<file path="config.mk">
export PLATFORM = sky130hd
export DESIGN_NAME = ram_arbiter
export DESIGN_NICKNAME = d
export VERILOG_FILES = /design/src/rtl/ram_arbiter.sv
export SDC_FILE = /design/constraint.sdc
export NUM_CORES = 1
export LEC_CHECK = 0
export CAP_MARGIN = 20
export CORE_UTILIZATION = 38
export DETAILED_ROUTE_END_ITERATION = 12
export PLACE_DENSITY_LB_ADDON = 0.25
export SLEW_MARGIN = 10
export SYNTH_ARGS = -nofsm -noshare
export SYNTH_HDL_FRONTEND = slang
export SYNTH_SLANG_ARGS = --single-unit
</file>
<file path="constraint.sdc">
create_clock -name clk -period 1.49 [get_ports clk]
set_input_delay 0.298 -clock clk [delete_from_list [all_inputs] [get_ports clk]]
set_output_delay 0.298 -clock clk [all_outputs]
set_load 0.01 [all_outputs]
</file>
<file path="src/rtl/ram_arbiter.sv">
// Two-requester arbiter in front of a single-port synchronous RAM.
// Fair round-robin grant, registered RAM command, and a two-stage read
// tag pipeline that routes returning read data to the requester that
// issued the read.
//
// state  | meaning
// IDLE   | no command issued this cycle, ram_we forced low
// CMD_A  | registered RAM command belongs to requester A
// CMD_B  | registered RAM command belongs to requester B
module ram_arbiter #(
  parameter int AW = 10,
  parameter int DW = 8
) (
  input  logic          clk,
  input  logic          rst,
  input  logic          req_a,
  input  logic          req_b,
  input  logic          we_a,
  input  logic          we_b,
  input  logic [AW-1:0] addr_a,
  input  logic [AW-1:0] addr_b,
  input  logic [DW-1:0] wdata_a,
  input  logic [DW-1:0] wdata_b,
  output logic          gnt_a,
  output logic          gnt_b,
  output logic          rvalid_a,
  output logic          rvalid_b,
  output logic [DW-1:0] rdata,
  output logic          ram_we,
  output logic [AW-1:0] ram_addr,
  output logic [DW-1:0] ram_wdata,
  input  logic [DW-1:0] ram_rdata
);

  typedef enum logic [1:0] {IDLE, CMD_A, CMD_B} state_t;

  state_t        r_state;
  state_t        w_state_nxt;
  logic          r_last_b;   // 1 = B won the most recent handshake
  logic          r_we;
  logic [AW-1:0] r_addr;
  logic [DW-1:0] r_wdata;
  logic          r_t1_v;
  logic          r_t1_b;
  logic          r_t2_v;
  logic          r_t2_b;
  logic [DW-1:0] r_rdata;

  logic          w_hs_a;
  logic          w_hs_b;
  logic          w_we;
  logic [AW-1:0] w_addr;
  logic [DW-1:0] w_wdata;
  logic          w_cmd_rd;

  // Grant favours the requester that did not win last; nothing granted in reset.
  assign gnt_a  = ~rst & req_a & (~req_b | r_last_b);
  assign gnt_b  = ~rst & req_b & (~req_a | ~r_last_b);
  assign w_hs_a = req_a & gnt_a;
  assign w_hs_b = req_b & gnt_b;

  // Next state and the command mux for the winning requester.
  always_comb begin
    w_state_nxt = IDLE;
    w_we        = 1'b0;
    w_addr      = r_addr;
    w_wdata     = r_wdata;
    if (w_hs_a) begin
      w_state_nxt = CMD_A;
      w_we        = we_a;
      w_addr      = addr_a;
      w_wdata     = wdata_a;
    end else if (w_hs_b) begin
      w_state_nxt = CMD_B;
      w_we        = we_b;
      w_addr      = addr_b;
      w_wdata     = wdata_b;
    end
  end

  // State register, last-winner pointer and registered RAM command.
  always_ff @(posedge clk or posedge rst) begin
    if (rst) begin
      r_state  <= IDLE;
      r_last_b <= 1'b1;
      r_we     <= 1'b0;
      r_addr   <= '0;
      r_wdata  <= '0;
    end else begin
      r_state <= w_state_nxt;
      r_we    <= w_we;
      r_addr  <= w_addr;
      r_wdata <= w_wdata;
      if (w_hs_a)      r_last_b <= 1'b0;
      else if (w_hs_b) r_last_b <= 1'b1;
    end
  end

  // A write strobe only exists while a command is owned; IDLE keeps it low.
  assign ram_we    = (r_state != IDLE) & r_we;
  assign ram_addr  = r_addr;
  assign ram_wdata = r_wdata;
  assign w_cmd_rd  = (r_state != IDLE) & ~r_we;

  // Read tags follow the command register by the RAM's two-edge latency.
  always_ff @(posedge clk or posedge rst) begin
    if (rst) begin
      r_t1_v <= 1'b0;
      r_t1_b <= 1'b0;
      r_t2_v <= 1'b0;
      r_t2_b <= 1'b0;
    end else begin
      r_t1_v <= w_cmd_rd;
      r_t1_b <= (r_state == CMD_B);
      r_t2_v <= r_t1_v;
      r_t2_b <= r_t1_b;
    end
  end

  assign rvalid_a = r_t2_v & ~r_t2_b;
  assign rvalid_b = r_t2_v & r_t2_b;

  // Hold the most recent returned word so rdata is stable between reads.
  always_ff @(posedge clk or posedge rst) begin
    if (rst)         r_rdata <= '0;
    else if (r_t2_v) r_rdata <= ram_rdata;
  end

  assign rdata = r_t2_v ? ram_rdata : r_rdata;

endmodule

</file>
==> summary.txt, run 1 <==
status - complete, but fails checks
failing checks - setup timing
Hold Crit Class - in2async
fillcell total - 284
die footprint - 4190 um^2
H-tree lvl count - 2
via/cell ratio - 5.01
Final Power - 2.91 mW
CTS Buffer Depth - 2
TNS Setup - -756 ps
fmax - 0.630 GHz
wire per inst - 14.5 um
Max-Slew Margin vs Limit - 84.4%
CTS clk-pin slew, worst paths - 80 ps
CP Cell Sequence - buf_12 -> mux2_4 -> buf_6
worst vdd ir - 0.000562 V
post-place setup slack - -440 ps
Post-synth top cells - dfrtp_1, nor2_1, o21ai_0, a31oi_1, nand3_1
Static Leak - 1.25 nW
highest metal used - met4
Pre-Repair DR Iteration Count - 4
Syn Area/Cell - 10.2 um^2
Crit Path Max Fanout - 8
Crit. Startpoint - r_t2_v
reg2reg setup slack - 140 ps
Post-Syn Area - 1500 um^2
library cells used by synthesis - 20
worst setup margin - -96.2 ps
leading area contributor after synthesis - dfrtp_1
final hold viol count - 0
warnings from Yosys - 0
top-area cell type share of the netlist area - 55.2%
synth top area cells - dfrtp_1, a31oi_1, o21ai_0, nand3_1, mux2_2
ANT cells - 0
CP max-delay cell - dfrtp_1
Final ANT Viol Nets - 0
post-synthesis register bit count - 34
async set-or-reset flop fraction in the synthesized netlist - 100%
Crit path arrival time - 1290 ps
max cap viols - 0
Setup CP Type - reg2out
Met3 Routed Length - 252 um
Period minus WS final - 1590 ps
total grt overflow - 0
I/O Pins - 81
die width - 64.8 um
wl on met1 - 1.69 mm
CP endpoint - rdata[2]
clk_lat worst skew - 280 ps
clock root buffer - clkbuf_8
r2r startpoint - r_last_b
gpl congestion - 0.710
fin. max-slew vios - 0
CP Launch Type - flop
Core Region - 3720 um^2
PwrDens - 1090 nW/um^2
ratio of cells with drive above 1 in the final layout - 22.4%
CTS tree - built
Sequential Area - 852 um^2
CP Capture Type - output port
vias in the first global route - 1463
period utilization - 106%
Layout area overhead - 78.8%
Post-synth top flop - dfrtp_1
final-stage net count - 294
most common cell in the netlist - dfrtp_1
Mapped Nets - 197
initial antenna violation count - 0
largest net degree at the start of global routing - 37
# DRC - 0
met2 wire len - 2.25 mm
sequential area share after synthesis - 56.9%
via count - 1468
Fin Hold WS - 225 ps
hpwl dp - 3.01 mm
GRT Util Overall - 20.8%
clock sinks - 34
total CTS buffers - 5
Post-synth EDFFs - 0
1st-iter DRT viols - 23
synthesized instance count - 147
Starting Density - 40.3%
Die Ht - 64.8 um
I/O Buffers - 80
area of the multi-input gates - 608 um^2
Worst EP required - 1190 ps
# setup viols final - 8
row cnt - 22
r2r worst-path depth - 5
WL final - 4.23 mm
first-pass GRT wire length - 6.47 mm
RSZ-0062 raised after global routing - true
Critical R2R Capture - ram_addr[7]
Max stage delay on crit path - 420 ps
Slew @ Worst Pin - 234 ps
clk_skew - 8.00 ps
-- report_power, final --
| part | internal (mW) | switching (mW) | total, mW |
|---|---|---|---|
| Sequential | 1.07 | 0.0650 | 1.13 |
| Combinational | 0.567 | 0.370 | 0.937 |
| Clock | 0.497 | 0.342 | 0.839 |
-- placed cells by master, fill, tap and decap left out, types with 2 or more instances in the layout --
cell type / Yosys / final
o21ai_0: 19 / 19
nand2b_1: 3 / 2
dfrtp_1: 33 / 33
clkbuf_8: 0 / 5
clkdlybuf4s50_1: 0 / 47
nor2_1: 22 / 20
dlygate4sd2_1: 0 / 8
buf_2: 4 / 2
nor2b_1: 5 / 4
buf_6: 1 / 8
a31oi_1: 18 / 18
nor2_2: 0 / 2
nand3_1: 18 / 18
mux2_4: 0 / 8
clkinvlp_4: 0 / 2
buf_4: 5 / 20
dlymetal6s2s_1: 0 / 15
buf_12: 0 / 3
-- sequential cells by signal (all words and copies together), names as in the netlist --
name and cells:
ram_addr 10, r_rdata 8, ram_wdata 8, r_state 2
r_last_b 1, r_t1_b 1, r_t1_v 1, r_t2_b 1
r_t2_v 1, r_we 1
-- how the worst min path moves through the flow --
stage | startpoint | endpoint | slack (ps) | depth (start not counted)
6_report | rst | ram_wdata[2] | 220 | 4
4_1_cts | r_t1_v | r_t2_v | 350 | 0
3_5_place_dp | r_t1_v | r_t2_v | 340 | 0
2_1_floorplan | r_t1_b | r_t2_b | 330 | 0
5_1_grt | rst | ram_wdata[7] | 260 | 4
3_3_place_gp | r_t1_v | r_t2_v | 330 | 0
-- routing by layer --
metal / vias to the layer above / track usage (%)
met5: - / 0
met4: 0 / 6.11
met3: 4 / 7.22
met2: 60 / 40.1
met1: 696 / 20.4
li1: 708 / -
-- metrics by stage --
step,utilization (%),instance area (um^2),std cells
floorplan,-,1500,147
global placement,65.1,2420,276
detailed placement,65.1,2420,276
CTS,70.1,2600,290
global route,72.0,2680,293
finish,72.0,2680,293
-- critical path: cells and delay by family, from the launching register on --
family	cells	cell delay [ps]
muxes	1	310
buffers and inverters	2	280
DFF	1	420
-- final cells by class --
cell class / count / area share, %
clock inverters: 3 / 1.68
multi-input cells: 99 / 22.7
inverters: 1 / 0.140
clock buffers: 5 / 2.57
well taps: 48 / 2.24
flip-flops and latches: 34 / 31.8
repair buffers: 103 / 38.8
-- repair_timing --
| item | in CTS | in global routing |
|---|---|---|
| buffers inserted | 6 | 3 |
| gates resized for setup | 66 | 18 |
| endpoints found under the setup margin | 17 | 26 |
| cloned | 0 | 0 |
| hold buffers | 0 | 0 |
| pin swaps | 1 | 2 |
-- kinds of logic (layout without fill, tap and decap cells) --
group | after synthesis | after routing | synth area share, %
AND/OR/NAND/NOR | 50 | 50 | 15.6
buffers and inverters | 14 | 112 | 5.69
AO/OA/AOI/OAI | 41 | 41 | 15.8
flip-flops | 34 | 34 | 56.9
multiplexers | 8 | 8 | 6.02
No activity file was read; power rests on OpenSTA's default activity.
==> run 2, diff against run 1 <==
- CORE_MARGIN: default -> 2
==> summary.txt, run 2 (synthesis results as in run 1) <==
area of the multi-input gates - 621 um^2 (+2.1%)
failing checks - setup timing
Final ANT Viol Nets - 0 (unchanged)
fin. max-slew vios - 0 (unchanged)
Worst EP required - 1190 ps (about the same)
met2 wire len - 2.28 mm (+1.4%)
fmax - 0.635 GHz (+0.72%)
CTS tree - built
clk_lat worst skew - 290 ps (about the same)
CTS Buffer Depth - 2 (unchanged)
period utilization - 106% (-0.76 points)
die width - 66.8 um (+3.1%)
clock root buffer - clkbuf_8
die footprint - 4460 um^2 (+6.3%)
Hold Crit Class - in2async
via/cell ratio - 5.08 (+1.4%)
Sequential Area - 852 um^2 (unchanged)
GRT Util Overall - 20.8% (about the same)
clk_skew - 5.93 ps (-2.07 ps)
CP Launch Type - flop
r2r worst-path depth - 5 (unchanged)
Period minus WS final - 1570 ps (-11.3 ps)
r2r startpoint - r_last_b
Pre-Repair DR Iteration Count - 4 (unchanged)
1st-iter DRT viols - 63 (+170%)
# DRC - 0 (unchanged)
row cnt - 22 (unchanged)
most frequent cells in the layout - clkdlybuf4s50_1, dfrtp_1, nor2_1, o21ai_0
final hold viol count - 0 (unchanged)
initial antenna violation count - 0 (unchanged)
hpwl dp - 3.13 mm (+3.8%)
vias in the first global route - 1462 (-0.068%)
TNS Setup - -601 ps (+155 ps)
Critical R2R Capture - ram_addr[4]
Met3 Routed Length - 351 um (+39%)
Die Ht - 66.8 um (+3.1%)
Max-Slew Margin vs Limit - 83.1% (-1.3 points)
# setup viols final - 8 (unchanged)
H-tree lvl count - 2 (unchanged)
I/O Buffers - 80 (unchanged)
max cap viols - 0 (unchanged)
first-pass GRT wire length - 6.71 mm (+3.6%)
final-stage net count - 291 (-1.0%)
worst setup margin - -84.9 ps (+11.3 ps)
CTS clk-pin slew, worst paths - 70 ps (about the same)
total CTS buffers - 5 (unchanged)
Largest register FFs - 10 (unchanged)
total grt overflow - 0 (unchanged)
ANT cells - 0 (unchanged)
wl on met1 - 1.76 mm (+4.4%)
status - complete, but fails checks
RSZ-0062 raised after global routing - true
Starting Density - 40.3% (unchanged)
Static Leak - 1.20 nW (-3.7%)
CP Capture Type - output port
commonest non-fill, non-tap cell in the layout - clkdlybuf4s50_1
Slew @ Worst Pin - 253 ps (+19.3 ps)
worst vdd ir - 0.000567 V (+0.76%)
fillcell total - 286 (+0.70%)
Core Region - 3720 um^2 (unchanged)
Layout area overhead - 75.7%
Final Power - 2.88 mW (-1.1%)
wire per inst - 15.5 um (+6.9%)
ratio of cells with drive above 1 in the final layout - 22.7% (+0.28 points)
Crit Path Max Fanout - 5 (-3)
gpl congestion - 0.709 (-0.13%)
Setup CP Type - reg2out
CTS hold repair buffers - 0 (unchanged)
reg2reg setup slack - 100 ps (-40 ps)
PwrDens - 1100 nW/um^2 (+0.71%)
clock sinks - 34 (unchanged)
I/O Pins - 81 (unchanged)
Crit path arrival time - 1280 ps (about the same)
highest metal used - met4
WL final - 4.48 mm (+5.8%)
largest net degree at the start of global routing - 37 (unchanged)
via count - 1473 (+0.34%)
run 2: changes by cell type in the layout (fill, tap and decap cells not counted), moves of 2 or more:
cell and change:
dlygate4sd2_1 +4, buf_12 -2, buf_4 -5, buf_6 +4, dlymetal6s2s_1 -5, buf_2 +2
run 2: layer usage:
metal	up-vias	global-route usage [%]
met3	9	6.76
li1	703	-
met5	-	0
met4	0	6.38
met1	696	23.0
met2	65	37.6
run 2: how the worst max path moves through the flow:
stage | start | end
after global placement | rst | gnt_b
final | r_t2_v | rdata[4]
after detailed placement | rst | gnt_b
after CTS | r_t2_v | rdata[1]
after floorplan | r_last_b | gnt_a
after global routing | r_t2_v | rdata[4]
run 2: area by class of cell:
class                   instances  share of cell area (%)
repair buffers                100                    37.2
flip-flops and latches         34                    32.4
multi-input cells              99                    23.6
clock buffers                   5                    2.62
well taps                      48                    2.28
clock inverters                 3                    1.71
inverters                       1                   0.143
run 2: metrics by stage:
| stage | hold WS, ps | worst slack, ps | utilization, % | area, um^2 | std cells |
|---|---|---|---|---|---|
| 2_1_floorplan | 331 | 259 | - | 1500 | 147 |
| 3_5_place_dp | 345 | -455 | 64.9 | 2410 | 277 |
| 5_1_grt | 252 | -125 | 70.7 | 2630 | 290 |
| 3_3_place_gp | 332 | -393 | 64.9 | 2410 | 277 |
| 4_1_cts | 361 | -171 | 69.9 | 2600 | 290 |
| 6_report | 230 | -84.9 | 70.7 | 2630 | 290 |
run 2: timing repair:
| action | CTS | global route |
|---|---|---|
| resized for setup | 78 | 20 |
| pin swaps | 1 | 1 |
| setup endpoints to repair | 23 | 22 |
| buffers inserted | 4 | 2 |
| cloned | 1 | 0 |
run 2: power breakdown:
group / switching (mW) / internal (mW)
Combinational: 0.373 / 0.529
Sequential: 0.0685 / 1.07
Clock: 0.342 / 0.497
run 2: worst max-delay path: stages, from the launching register on:
cell	delay, ps
dfrtp_1	400
buf_6	150
mux2_4	310
buf_6	120
==> run 3, diff against run 2 <==
- CAP_MARGIN: 20 -> default
- CORE_MARGIN: 2 -> 5
==> summary.txt, run 3 (synthesis results as in run 1) <==
status - complete, but fails checks
failing checks - setup timing
hpwl dp - 3.42 mm (+9.5%)
die width - 72.8 um (+9.0%)
# setup viols final - 8 (unchanged)
clk_skew - 4.21 ps (-1.71 ps)
row cnt - 22 (unchanged)
fmax - 0.631 GHz (-0.57%)
first-pass GRT wire length - 7.23 mm (+7.8%)
I/O Buffers - 80 (unchanged)
period utilization - 106% (+0.61 points)
Finished Layout Cells - 294 (+1.4%)
worst vdd ir - 0.000513 V (-9.4%)
via/cell ratio - 5.11 (+0.51%)
CTS clk-pin slew, worst paths - 70 ps (about the same)
clock sinks - 34 (unchanged)
die footprint - 5290 um^2 (+19%)
Critical R2R Capture - ram_addr[5]
utilization after layout - 71.7% (+0.92 points)
largest net degree at the start of global routing - 37 (unchanged)
Hold Crit Class - in2async
initial antenna violation count - 0 (unchanged)
commonest non-fill, non-tap cell in the layout - clkdlybuf4s50_1
final-stage net count - 295 (+1.4%)
CTS Buffer Depth - 2 (unchanged)
most frequent cells in the layout - clkdlybuf4s50_1, dfrtp_1, nor2_1, o21ai_0, buf_4
CP Launch Type - flop
Max-Slew Margin vs Limit - 82.8% (-0.35 points)
post-placement cell count - 279 (+0.72%)
1st-iter DRT viols - 68 (+7.9%)
Crit. Startpoint - r_t2_v
Worst EP required - 1190 ps (about the same)
Pre-Repair DR Iteration Count - 4 (unchanged)
Largest register FFs - 10 (unchanged)
Starting Density - 40.0% (-0.30 points)
total grt overflow - 0 (unchanged)
vias in the first global route - 1616 (+11%)
Final Power - 2.87 mW (-0.33%)
Crit path arrival time - 1290 ps (about the same)
gpl congestion - 0.800 (+13%)
clock root buffer - clkbuf_8
Static Leak - 1.24 nW (+3.0%)
CTS tree - built
ANT cells - 0 (unchanged)
CP endpoint - rdata[5]
# DRC - 0 (unchanged)
Crit Path Max Fanout - 8 (+3)
max cap viols - 0 (unchanged)
post-placement cell area - 2440 um^2 (+1.1%)
I/O Pins - 81 (unchanged)
CP Capture Type - output port
Period minus WS final - 1580 ps (+9.02 ps)
Die Ht - 72.8 um (+9.0%)
H-tree lvl count - 2 (unchanged)
wire per inst - 15.6 um (+0.66%)
total CTS buffers - 5 (unchanged)
via count - 1501 (+1.9%)
RSZ-0062 raised after global routing - true
fillcell total - 271 (-5.2%)
GRT Util Overall - 17.8% (-3.0 points)
Layout area overhead - 79.3%
worst setup margin - -93.9 ps (-9.02 ps)
clk_lat worst skew - 280 ps (about the same)
r2r startpoint - r_last_b
Final ANT Viol Nets - 0 (unchanged)
fin. max-slew vios - 0 (unchanged)
ratio of cells with drive above 1 in the final layout - 23.6% (+0.85 points)
r2r worst-path depth - 5 (unchanged)
final instance area - 2680 um^2 (+2.0%)
final hold viol count - 0 (unchanged)
Core Region - 3740 um^2 (+0.74%)
Slew @ Worst Pin - 258 ps (+4.87 ps)
PwrDens - 1070 nW/um^2 (-2.3%)
reg2reg setup slack - 100 ps (about the same)
WL final - 4.57 mm (+2.1%)
Setup CP Type - reg2out
-- run 3: cell count changes in the layout (fill, tap and decap cells not counted), moves of 2 or more --
cell | previous run | this run
buf_12 | 1 | 3
buf_2 | 4 | 2
buf_4 | 15 | 19
clkbuf_8 | 5 | 8
clkinvlp_4 | 2 | 0
-- run 3: timing repair --
item	in CTS	in global routing
endpoints found under the setup margin	23	20
endpoints found under the hold margin	0	0
pin swaps	1	2
gates resized for setup	76	19
buffers inserted	7	1
hold buffers	0	0
-- run 3: worst min-delay path by stage --
stage	from	end	slack [ps]	cells past startpoint
3_5_place_dp	r_t1_b	r_t2_b	340	0
4_1_cts	r_t1_b	r_t2_b	350	0
5_1_grt	rst	r_state[0]	260	4
6_report	rst	r_state[1]	240	4
2_1_floorplan	r_t1_b	r_t2_b	330	0
3_3_place_gp	r_t1_v	r_t2_v	330	0
-- run 3: critical path: stages (launching register included) --
cell and delay [ps]:
dfrtp_1 410, buf_12 160, mux2_4 310, buf_6 120
-- run 3: final cells by class --
| cell class | count | area [um^2] | area share [%] |
|---|---|---|---|
| multi-input cells | 99 | 621 | 23.1 |
| repair buffers | 104 | 1040 | 38.6 |
| clock buffers | 8 | 110 | 4.10 |
| well taps | 48 | 60.1 | 2.24 |
| inverters | 1 | 3.75 | 0.140 |
| flip-flops and latches | 34 | 852 | 31.8 |
-- run 3: layer usage --
layer | track usage, % | share of wire, % | vias up
met5 | 0 | 0 | -
met4 | 6.56 | 1.2 | 0
met3 | 7.71 | 9.9 | 6
met2 | 30.4 | 49 | 71
met1 | 19.5 | 40 | 709
li1 | - | - | 715
-- run 3: power breakdown --
group | internal, mW | switching (mW) | total, mW
Clock | 0.466 | 0.317 | 0.783
Combinational | 0.568 | 0.378 | 0.947
Sequential | 1.07 | 0.0687 | 1.14
-- run 3: per-stage QoR --
step / setup WS, ps / hold WS (ps) / TNS [ps]
global route: -142 / 262 / -1120
CTS: -107 / 351 / -801
detailed placement: -495 / 337 / -5690
global placement: -399 / 332 / -4410
floorplan: 259 / 331 / 0
finish: -93.9 / 237 / -712
==> RTL edit: new RTL, settings of run 1 <==
Change the parameter `DW` from 8 to 6.
--- a/src/rtl/ram_arbiter.sv
+++ b/src/rtl/ram_arbiter.sv
@@ -9,7 +9,7 @@
 // CMD_B  | registered RAM command belongs to requester B
 module ram_arbiter #(
   parameter int AW = 10,
-  parameter int DW = 8
+  parameter int DW = 6
 ) (
   input  logic          clk,
   input  logic          rst,
Interface: changed (5 resized); port bits go from 81 to 71. No check against the original RTL was run, so the function may have changed too.
==> RTL edit against run 1 <==
  * The flow still finishes with violations (negative setup slack)
  * Wire length shrank 12%
  * Synthesized area shrank 9.5%
  * Clock power shrank 41%
  * Combinational power shrank 18%
  * First-iteration DRC count grew 4.3%
  * Synthesized cell count shrank 10%
  * Sequential cell count shrank 4
  * Global-route usage grew 0.068 points
  * Cell area shrank 12%
  * Worst setup slack lost 86 ps
  * Power shrank 22%
==> RTL edit: results (changes against run 1) <==
Run status
  – Outcome: finished with violations (unchanged)
  – Violated checks: negative setup slack (unchanged)

Power
  – Switching power as a share of total power: 0.284 (was 0.267)
  – Highest ir drop seen on vdd: 571 uV (was 562 uV)
  – Leakage: 1.03 nW (was 1.25 nW)

Worst setup path
  – Crit-path max FO: 6 (was 8)
  – CP max stage delay: 450 ps (was 420 ps)
  – Signal arrival time at the worst endpoint: 1370 ps (was 1290 ps)

STA
  – Final setup fails: 10 (was 8)
  – Actual slew at the worst max-slew pin: 385 ps (was 234 ps)
  – Final critical-path setup slack: -182 ps (was -96.2 ps)
  – Setup TNS Final: -1090 ps (was -756 ps)

CTS
  – Master cell of the clock root buffer: sky130_fd_sc_hd__clkbuf_4 (was sky130_fd_sc_hd__clkbuf_8)
  – Clock insertion delay at the later pin of the skew report: 330 ps (was 280 ps)

GRT
  – Wire length of the first global-routing pass: 5420 um (was 6470 um)
  – Total global routing track utilization: 0.209 (was 0.208)
  – Via count of the first global-routing pass: 1255 (was 1463)

Synth
  – Largest cells by area after synthesis: sky130_fd_sc_hd__dfrtp_1, sky130_fd_sc_hd__a31oi_1, sky130_fd_sc_hd__nand3_1 (was sky130_fd_sc_hd__dfrtp_1, sky130_fd_sc_hd__a31oi_1, sky130_fd_sc_hd__o21ai_0)
  – Syn_nets: 176 (was 197)
  – Asr flop ratio synth: 1.00 (unchanged)
  – Sequential share of the synthesized area: 0.555 (was 0.569)

Placement
  – Post-DP Area: 0.00215 sq mm (was 0.00242 sq mm)
  – Final HPWL DP: 2670 um (was 3010 um)
  – Port Buffer Count: 70 (was 80)

Route
  – Average wire length per cell after detail routing: 13.9 um (was 14.5 um)
  – Via density per instance: 5.04 (was 5.01)
  – DRC violation total after the first TritonRoute iteration: 24 (was 23)

Final layout
  – Net total in the final layout: 266 (was 294)
-- RTL edit: worst register-to-register path, stage by stage, from the launching register on --
cell	delay, ps
sky130_fd_sc_hd__dfstp_2	400
sky130_fd_sc_hd__nor2b_2	150
sky130_fd_sc_hd__nor2_2	50
sky130_fd_sc_hd__buf_4	120
sky130_fd_sc_hd__buf_4	120
sky130_fd_sc_hd__buf_4	110
sky130_fd_sc_hd__buf_4	110
sky130_fd_sc_hd__a22o_1	210
-- RTL edit: final timing paths --
| path | cells past startpoint | to | slack [ps] | start |
|---|---|---|---|---|
| worst min-delay path | 0 | r_t2_b$_DFF_PP0_ | 370 | r_t1_b$_DFF_PP0_ |
| max in group asynchronous | 4 | r_last_b$_DFFE_PP1P_ | 770 | rst |
| worst max-delay path | 3 | rdata[1] | -180 | r_t2_v$_DFF_PP0_ |
| worst max register to register | 7 | r_we$_DFF_PP0_ | 110 | r_last_b$_DFFE_PP1P_ |
| min in group asynchronous | 4 | r_state[1]$_DFF_PP0_ | 500 | rst |
| worst min register to register | 0 | r_t2_b$_DFF_PP0_ | 370 | r_t1_b$_DFF_PP0_ |
-- RTL edit: cell type report --
class / count / area (sq um)
fillers: 269 / 1020
well taps: 46 / 57.6
multi-input cells: 89 / 566
flip-flops and latches: 30 / 753
clock buffers: 7 / 55.1
clock inverters: 1 / 5.00
inverters: 1 / 3.75
repair buffers: 95 / 902
-- RTL edit: repair_timing --
item                                    in CTS  in global routing
hold buffers                                 0                  0
resized for setup                           72                 15
setup buffers                                8                  4
pin swaps                                    1                  2
endpoints found under the setup margin      37                 13
-- RTL edit: logic make-up (layout without fill, tap and decap cells) --
logic type | Yosys count | count (layout) | synth area share
simple gates | 46 | 46 | 0.163
compound gates | 37 | 37 | 0.158
flops | 30 | 30 | 0.555
buf+inv | 13 | 104 | 0.0739
mux | 6 | 6 | 0.0499
-- RTL edit: through the flow --
step / total power, mW / worst slack, ps / utilization / cells
2_1_floorplan: 1.31 / 248 / - / 132
3_3_place_gp: 1.70 / -400 / 0.638 / 250
3_5_place_dp: 1.73 / -476 / 0.638 / 250
4_1_cts: 2.24 / -194 / 0.674 / 266
5_1_grt: 2.42 / -250 / 0.696 / 269
6_report: 2.27 / -182 / 0.696 / 269
-- RTL edit: per-layer routing --
layer	up-vias	track usage	routed length (um)
met3	8	0.0819	214
li1	647	-	-
met4	0	0.0952	70
met5	-	0	0
met1	657	0.221	1460
met2	43	0.364	1980
-- RTL edit: power groups by stage --
stage	clock, mW	sequential (mW)	combinational [mW]
final	0.492	1.00	0.772
after global routing	0.558	1.02	0.843
after CTS	0.508	1.00	0.730
after detailed placement	0	1.02	0.711
after global placement	0	1.01	0.688
after floorplan	0	1.03	0.283
